$ cat src/rtl/pong_pkg.sv
// Shared encodings and defaults for the pong game sequencer.
package pong_pkg;

  typedef enum logic [1:0] {
    ST_NEWGAME = 2'b00,
    ST_PLAY    = 2'b01,
    ST_NEWBALL = 2'b10,
    ST_OVER    = 2'b11
  } state_e;

  localparam logic [1:0] TM_TITLE   = 2'b00;
  localparam logic [1:0] TM_PLAY    = 2'b01;
  localparam logic [1:0] TM_NEWBALL = 2'b10;
  localparam logic [1:0] TM_OVER    = 2'b11;

  localparam int unsigned NUM_BALLS_DEF   = 3;
  localparam int unsigned TIMER_TICKS_DEF = 120;
  localparam int unsigned TIMER_W_DEF     = 7;

  // Two-digit BCD increment, wrapping 99 -> 00; returns {tens, units}.
  function automatic logic [7:0] bcd_inc(input logic [3:0] d1, input logic [3:0] d0);
    logic [3:0] n1;
    logic [3:0] n0;
    n1 = d1;
    n0 = d0 + 4'd1;
    if (d0 == 4'd9) begin
      n0 = 4'd0;
      n1 = (d1 == 4'd9) ? 4'd0 : d1 + 4'd1;
    end
    return {n1, n0};
  endfunction

endpackage

$ cat src/rtl/pong_timer.sv
// Frame-based delay timer: load on start, count refr_tick periods down to zero.
module pong_timer #(
  parameter int unsigned TIMER_W     = 7,
  parameter int unsigned TIMER_TICKS = 120
) (
  input  logic clk,
  input  logic reset,
  input  logic start,
  input  logic tick,
  output logic done
);

  localparam logic [TIMER_W-1:0] LOAD_VAL = TIMER_W'(TIMER_TICKS - 1);

  logic [TIMER_W-1:0] timer_q;
  logic [TIMER_W-1:0] timer_d;

  // Next count: a start wins over a coincident tick; count stops at zero.
  always_comb begin
    timer_d = timer_q;
    if (start) begin
      timer_d = LOAD_VAL;
    end else if (tick && (timer_q != '0)) begin
      timer_d = timer_q - TIMER_W'(1);
    end
  end

  // Timer register.
  always_ff @(posedge clk or posedge reset) begin
    if (reset) timer_q <= '0;
    else       timer_q <= timer_d;
  end

  assign done = (timer_q == '0);

endmodule

$ cat src/rtl/pong_game_ctrl.sv
// Pong game sequencer: serve/play/wait/over FSM, ball counter and BCD score.
module pong_game_ctrl
  import pong_pkg::*;
#(
  parameter int unsigned NUM_BALLS   = NUM_BALLS_DEF,
  parameter int unsigned TIMER_TICKS = TIMER_TICKS_DEF,
  parameter int unsigned TIMER_W     = TIMER_W_DEF
) (
  input  logic       clk,
  input  logic       reset,
  input  logic [1:0] btn,
  input  logic       refr_tick,
  input  logic       hit,
  input  logic       miss,
  output logic       graph_still,
  output logic [1:0] text_mode,
  output logic [1:0] balls_left,
  output logic [3:0] score_d1,
  output logic [3:0] score_d0,
  output logic       game_over
);

  localparam logic [1:0] BALLS_INIT = 2'(NUM_BALLS);

  state_e     state_q, state_d;
  logic [1:0] balls_q, balls_d;
  logic [3:0] d1_q, d1_d;
  logic [3:0] d0_q, d0_d;
  logic       timer_start;
  logic       timer_done;
  logic       pressed;

  assign pressed = |btn;

  pong_timer #(
    .TIMER_W     (TIMER_W),
    .TIMER_TICKS (TIMER_TICKS)
  ) u_timer (
    .clk   (clk),
    .reset (reset),
    .start (timer_start),
    .tick  (refr_tick),
    .done  (timer_done)
  );

  // Next state, ball count, score and timer start.
  always_comb begin
    state_d     = state_q;
    balls_d     = balls_q;
    d1_d        = d1_q;
    d0_d        = d0_q;
    timer_start = 1'b0;
    case (state_q)
      ST_NEWGAME: begin
        if (pressed) begin
          state_d = ST_PLAY;
          balls_d = balls_q - 2'd1;
          d1_d    = 4'd0;
          d0_d    = 4'd0;
        end
      end
      ST_PLAY: begin
        if (miss) begin
          timer_start = 1'b1;
          state_d     = (balls_q == 2'd0) ? ST_OVER : ST_NEWBALL;
        end else if (hit) begin
          {d1_d, d0_d} = bcd_inc(d1_q, d0_q);
        end
      end
      ST_NEWBALL: begin
        if (timer_done && pressed) begin
          state_d = ST_PLAY;
          balls_d = balls_q - 2'd1;
        end
      end
      ST_OVER: begin
        if (timer_done) begin
          state_d = ST_NEWGAME;
          balls_d = BALLS_INIT;
        end
      end
      default: state_d = ST_NEWGAME;
    endcase
  end

  // Registered game state.
  always_ff @(posedge clk or posedge reset) begin
    if (reset) begin
      state_q <= ST_NEWGAME;
      balls_q <= BALLS_INIT;
      d1_q    <= '0;
      d0_q    <= '0;
    end else begin
      state_q <= state_d;
      balls_q <= balls_d;
      d1_q    <= d1_d;
      d0_q    <= d0_d;
    end
  end

  // Display controls decoded from the registered state.
  always_comb begin
    graph_still = 1'b1;
    game_over   = 1'b0;
    text_mode   = TM_TITLE;
    case (state_q)
      ST_PLAY: begin
        graph_still = 1'b0;
        text_mode   = TM_PLAY;
      end
      ST_NEWBALL: text_mode = TM_NEWBALL;
      ST_OVER: begin
        text_mode = TM_OVER;
        game_over = 1'b1;
      end
      default: text_mode = TM_TITLE;
    endcase
  end

  assign balls_left = balls_q;
  assign score_d1   = d1_q;
  assign score_d0   = d0_q;

endmodule

$ cat config.mk
export PLATFORM = sky130hd
export DESIGN_NAME = pong_game_ctrl
export DESIGN_NICKNAME = d
export VERILOG_FILES = /design/src/rtl/pong_pkg.sv /design/src/rtl/pong_timer.sv /design/src/rtl/pong_game_ctrl.sv
export SDC_FILE = /design/constraint.sdc
export NUM_CORES = 1
export LEC_CHECK = 0
export ABC_AREA = 1
export BUFFER_PORTS_ARGS = -buffer_cell sky130_fd_sc_hd__clkbuf_2
export CAP_MARGIN = 20
export CORE_MARGIN = 3
export CORE_UTILIZATION = 52
export CTS_BUF_LIST = sky130_fd_sc_hd__clkbuf_8
export DETAILED_ROUTE_END_ITERATION = 8
export PLACE_DENSITY = 0.78
export SETUP_SLACK_MARGIN = 0.4
export SYNTH_ARGS = -nofsm -noshare
export SYNTH_HDL_FRONTEND = slang
export SYNTH_SLANG_ARGS = --single-unit
$ cat constraint.sdc
create_clock -name clk -period 1.3 [get_ports clk]
set_input_delay 0.195 -clock clk [delete_from_list [all_inputs] [get_ports clk]]
set_output_delay 0.195 -clock clk [all_outputs]
set_load 0.1 [all_outputs]
==> metrics, run 1 <==
Run Error [ERROR DPL-0033] detailed placement checks failed during check placement.; EDFF count, synth 0; htree depth 1; Hold Buf Count CTS 1; Cell Area, Synth 1210 sq um; Avg Inst Size Synth 7.51 sq um; unique cell type count in the Yosys netlist 24; die height between 50 and 60 microns; I/O pins 21; Stop stage clock tree synthesis (4_1_cts); Num CTS Buffers 3; sequential area share after synthesis 39.5%; Die X 54.2 microns; post-synth top area cell dfrtp_1; Longest Clk Path Bufs 2; # clock sinks 19; Rows 16; Most used DFF post-synth dfrtp_1; ranking of synthesized cells by area dfrtp_1, nand2_1, inv_1; initial core utilization 58.1%; Synth Instances 161; Ys Warns 0; Synthesized Nets 175; GPL Wtd Cong approximately 0.87; clk root buf clkbuf_8; dpl cells 228; PortBufs 20; post-CTS setup buffers 11; hpwl dp 2680 microns; top cell type's share of synthesized area 35.2%; async set or reset register ratio after synthesis between 90% and 100%; Post-CTS Resized 37; status aborted with a tool error; synthesized flop and latch total 19; DP Area 1800 sq um
[Yosys cell counts, types with 2 or more instances]
master	count
nand2_1	32
o2111ai_1	2
o21ai_1	4
o21ai_0	11
nand3_1	16
or2_2	2
nor2_4	2
dfstp_2	2
a21oi_1	4
dfrtp_1	17
nor2_1	20
inv_1	24
inv_2	3
nand4_1	4
ha_1	7
nand2_2	3
[logic make-up after synthesis]
kind of cell	synth area share, %
simple gates	31.7
fa+ha+maj	7.25
buf+inv	9.42
flops	39.5
compound gates	10.7
xor+xnor	1.45
[through the flow]
stage	hold WS (ns)	TNS [ns]	setup slack, ns	utilization, %
after floorplan	0.144	-1.25	-0.183	-
after global placement	0.205	-0.0895	-0.0409	86.5
after detailed placement	0.212	-1.00	-0.129	86.5
==> run 2, diff against run 1 <==
- CORE_AREA: default -> 3 3 64 66
- CORE_MARGIN: 3 -> default
- CORE_UTILIZATION: 52 -> default
- CTS_BUF_LIST: sky130_fd_sc_hd__clkbuf_8 -> default
- DIE_AREA: default -> 0 0 67 69
- PLACE_DENSITY: 0.78 -> default
- PLACE_DENSITY_LB_ADDON: default -> 0.15
- SETUP_SLACK_MARGIN: 0.4 -> default
- clock period: 1.3 -> 1.7 ns (I/O delays scaled with it)
==> metrics, run 2 <==
status finished, violations left; failing checks hold timing; initial core utilization 33.3% (-25 points); most frequent cell after synthesis nand2_1; final hold vios 12; initial antenna violation count 0; vias 1,069; largest family of logic cells by synthesized area simple AND/OR/NAND/NOR gates; htree depth 1 (unchanged); crit-path max FO 8; CTS tree done; worst r2r src u_timer.timer_q[0]$_DFFE_PP0P_; clk root buf clkbuf_8; leading cell types by count after synthesis nand2_1, inv_1, nor2_1, dfrtp_1, nand3_1; Synthesized Nets 175 (unchanged); first-pass GRT wire length 4590 microns; final setup fails 0; CP Launch Point state_q[1]$_DFFE_PP0P_; unique cell type count in the Yosys netlist 24 (unchanged); ranking of synthesized cells by area dfrtp_1, nand2_1, inv_1; grt ovf 0; Hold Path Class in -> async; initial drt markers 29; die height 69 microns (+27%); min Tclk post-route between 1.5 and 2 ns; first-pass iteration count of the detailed router 4; Cell Area, Synth 1210 sq um (unchanged); hpwl dp 1960 microns (-27%); Slew HR 63.4%; hold slack final -0.00566 ns; Simple-Gate Fraction of Synth Area 31.7% (unchanged); Final nets 200; CP endpoint kind primary output; Syn-to-layout area delta 20.4%; # clock sinks 19 (unchanged); clk_skew 0.00110 ns; max reg flops 7; I/O pins 21 (unchanged); r2r worst-path depth 9; PortBufs 20 (unchanged); largest net degree at the start of global routing 20; Max Fclk 634 MHz; Num CTS Buffers 3 (unchanged); final core occ between 40% and 50%; layout cell share with drive strength beyond 1 ~25%; Worst Tran Pin Value 0.552 ns; xor and xnor area share after synthesis 1.45% (unchanged); GPL Wtd Cong 0.793 (-8.7%); WL final 2590 microns; setup TNS 0 ns; Remaining DRCs 0; EDFF count, synth 0 (unchanged); Slew Viols, Final 0; Worst-Skew Late Latency about 0.26 ns; R2R Path End state_q[1]$_DFFE_PP0P_; CP Data Required Time 1.44 ns; Die Area around 4600 sq um; # Max-Cap Violations 0; vias in the first global route just over 1,000; Ys Warns 0 (unchanged); Rows 22 (+6); CP Class reg -> out; area of the core 3630 sq um; async set or reset register ratio after synthesis 100% (unchanged); unrepaired setup endpoints after global routing no; startpoint types register; most common cell after layout, fill and taps aside nand2_1; post-synth top area cell dfrtp_1; Routed wire per std cell roughly 11 microns; post-CTS setup buffers 0 (-11); post-DR vias/cell 4.59; most frequent cells in the layout nand2_1, inv_1, nor2_1; remaining antenna violation count 0; fin crit share 92.7%; Longest Clk Path Bufs 2 (unchanged); Most used DFF post-synth dfrtp_1; Synth Area in Compound Gates 10.7% (unchanged); Antenna diodes 0; Avg Inst Size Synth 7.51 sq um (unchanged); Worst Setup EP graph_still; mux cell area share after synthesis 0% (unchanged); sequential area share after synthesis 39.5% (unchanged); Die X 67 microns (+24%); Biggest register u_timer.timer_q; Adder-Cell Fraction of Synth Area 7.25% (unchanged); top cell type's share of synthesized area 35.2% (unchanged); clock slew at reported path FFs ~0.070 ns; Synth Instances 161 (unchanged); r2r setup slk between 0.2 and 0.25 ns; Tot GR Track Use between 10% and 20%; synthesized flop and latch total 19 (unchanged); Crit path arrival time between 1 and 1.5 ns
run 2: stage by stage:
| step | setup WS [ns] | std cells | instance area [sq um] |
|---|---|---|---|
| 2_1_floorplan | 0.0199 | 161 | 1220 |
| 3_3_place_gp | 0.267 | 229 | 1410 |
| 3_5_place_dp | 0.260 | 229 | 1410 |
| 4_1_cts | 0.0592 | 233 | 1450 |
| 5_1_grt | 0.0522 | 233 | 1460 |
| 6_report | 0.124 | 233 | 1460 |
run 2: logic make-up after synthesis:
group,count (synthesis)
flops,19
xor+xnor,2
fa+ha+maj,7
compound gates,23
buf+inv,29
simple gates,81
run 2: worst min-delay path by stage:
| stage | start | end | cells after the start |
|---|---|---|---|
| 2_1_floorplan | reset | score_d1[2]$_DFFE_PP0P_ | 1 |
| 3_3_place_gp | reset | score_d1[2]$_DFFE_PP0P_ | 3 |
| 3_5_place_dp | reset | score_d1[2]$_DFFE_PP0P_ | 3 |
| 4_1_cts | reset | score_d1[2]$_DFFE_PP0P_ | 3 |
| 5_1_grt | reset | score_d1[2]$_DFFE_PP0P_ | 3 |
| 6_report | reset | score_d0[3]$_DFFE_PP0P_ | 3 |
run 2: area by class of cell:
cell class / instances / area (sq um)
tap: 48 / 60.1
clock buffer: 4 / 45.0
inverter: 27 / 101
timing repair buffer: 22 / 145
multi-input combinational: 113 / 617
sequential: 19 / 487
fill: 404 / 2180
run 2: routing by layer:
metal	vias up	global-route usage (%)	share of wire, %
met4	0	3.38	0.66
met1	482	16.6	49
li1	566	-	-
met3	2	4.23	4.6
met2	19	19.9	46
met5	-	0	0
run 2: repair_timing:
item	in CTS	in global routing
setup endpoints to repair	0	1
hold buffers	0	0
gates resized for setup	0	1
run 2: worst max-delay path, stage by stage, from the launching register on:
cell	delay [ns]
dfrtp_1	0.47
nor2_4	0.26
inv_2	0.14
buf_12	0.19
Power of run 2 is not shown: default switching activity piles up to over one toggle a cycle in this logic, so the estimate is an artifact.
==> run 3, diff against run 2 <==
- BUFFER_PORTS_ARGS: -buffer_cell sky130_fd_sc_hd__clkbuf_2 -> default
- DONT_BUFFER_PORTS: default -> 1
==> metrics, run 3 (same netlist as run 2, synthesis figures left out) <==
Die Area 4620 sq um (unchanged); remaining antenna violation count 0 (unchanged); unrepaired setup endpoints after global routing no; R2R Path End state_q[1]$_DFFE_PP0P_; hpwl dp 1980 microns (+1.1%); r2r setup slk 0.23 ns (about the same); initial drt markers 22 (-24%); worst slack, placed 0.237 ns (-0.0237 ns); Crit path arrival time 1.31 ns (about the same); Routed wire per std cell 11.3 microns (+2.0%); largest net degree at the start of global routing 20 (unchanged); min Tclk post-route 1.57 ns (-0.0101 ns); layout cell share with drive strength beyond 1 23.3% (-2.1 points); # clock sinks 19 (unchanged); clk_skew 0.00658 ns (+0.00548 ns); Longest Clk Path Bufs 2 (unchanged); final worst slack 0.134 ns (+0.0101 ns); grt ovf 0 (unchanged); setup TNS 0 ns (unchanged); Max Fclk 639 MHz (+0.65%); hold path depth 3; htree depth 1 (unchanged); area of the core 3630 sq um (unchanged); final hold vios 0 (-12); PortBufs 0 (-100%); worst r2r src u_timer.timer_q[0]$_DFFE_PP0P_; sequential cell area 487 sq um (unchanged); Biggest register u_timer.timer_q; hold wc startpoint miss; multi-input logic area 617 sq um (unchanged); vias 1,033 (-3.4%); post-DR vias/cell 4.53 (-1.2%); WL final 2580 microns (-0.15%); most common cell after layout, fill and taps aside nand2_1; die height 69 microns (unchanged); Endpoint, Worst Hold state_q[0]$_DFFE_PP0P_; Slowest cell on crit path dfrtp_1; Rows 22 (unchanged); CP cell instances nor2_4, inv_2, buf_12; Tot GR Track Use 12.3% (-0.42 points); crit-path max FO 8 (unchanged); CP Data Required Time 1.44 ns (about the same); Antenna diodes 0 (unchanged); initial antenna violation count 0 (unchanged); startpoint types register; most frequent cells in the layout nand2_1, inv_1, nor2_1; r2r worst-path depth 9 (unchanged); Final nets 195 (-2.5%); Die X 67 microns (unchanged); first-pass GRT wire length 4420 microns (-3.6%); CTS tree done; Filler cells 398 (-1.5%); Worst-Skew Late Latency 0.26 ns (about the same); I/O pins 21 (unchanged); clk root buf clkbuf_8; clock slew at reported path FFs 0.08 ns (about the same); # Max-Cap Violations 0 (unchanged); CP top delay family flip-flops; Slew Viols, Final 0 (unchanged); status finished clean; CP Class reg -> out; CP max stage delay 0.47 ns (about the same); fin crit share 92.1% (-0.60 points); Slew HR 79.6% (+16 points); Hold Path Class in -> reg; Worst Tran Pin Value 0.304 ns (-0.248 ns); Remaining DRCs 0 (unchanged); vias in the first global route 950 (-6.9%); critical path buffer and inverter count 2 (unchanged); max reg flops 7 (unchanged); first-pass iteration count of the detailed router 4 (unchanged); final setup fails 0 (unchanged); Syn-to-layout area delta 21.3%; final core occ 40.4% (+0.31 points); GPL Wtd Cong 0.859 (+8.3%); CP endpoint kind primary output; initial core utilization 33.3% (unchanged); Num CTS Buffers 3 (unchanged)
run 3: routing by layer:
layer	global-route usage, %	share of wire [%]	vias up
li1	-	-	554
met3	3.26	3.8	2
met5	0	0	-
met2	17.7	44	11
met1	17.4	51	466
met4	4.73	0.66	0
run 3: how the worst max path moves through the flow:
stage	startpoint	endpoint	slack, ns	depth (start not counted)
6_report	state_q[1]$_DFFE_PP0P_	graph_still	0.13	3
5_1_grt	state_q[0]$_DFFE_PP0P_	graph_still	0.04	4
4_1_cts	state_q[0]$_DFFE_PP0P_	graph_still	0.07	4
3_5_place_dp	u_timer.timer_q[0]$_DFFE_PP0P_	state_q[1]$_DFFE_PP0P_	0.24	9
3_3_place_gp	u_timer.timer_q[0]$_DFFE_PP0P_	state_q[1]$_DFFE_PP0P_	0.25	9
2_1_floorplan	score_d0[0]$_DFFE_PP0P_	score_d1[1]$_DFFE_PP0P_	0.02	7
run 3: area by class of cell:
| class | instances | share of cell area [%] |
|---|---|---|
| timing repair buffer | 17 | 10.6 |
| clock buffer | 3 | 2.82 |
| multi-input combinational | 113 | 42.1 |
| sequential | 19 | 33.2 |
| clock inverter | 1 | 0.341 |
| tap | 48 | 4.10 |
| inverter | 27 | 6.91 |
run 3: tightest hold or removal path, delay by kind of cell:
kind                   cells  cell delay (ns)
AO/OA/AOI/OAI              1             0.06
buffers and inverters      1             0.03
AND/OR/NAND/NOR            1             0.05
run 3: metrics by stage:
| stage | std cells | hold WS (ns) | instance area, sq um |
|---|---|---|---|
| final | 228 | 0.173 | 1470 |
| after global placement | 223 | 0.200 | 1410 |
| after floorplan | 161 | 0.204 | 1220 |
| after CTS | 228 | 0.171 | 1470 |
| after global routing | 228 | 0.197 | 1470 |
| after detailed placement | 223 | 0.196 | 1410 |
run 3: what timing repair did:
action	in CTS	in global routing
hold buffers	1	0
gates resized for setup	0	1
setup buffers	0	0
hold endpoints to repair	17	0
setup endpoints to repair	0	1
Power of run 3 is left out for the same reason.
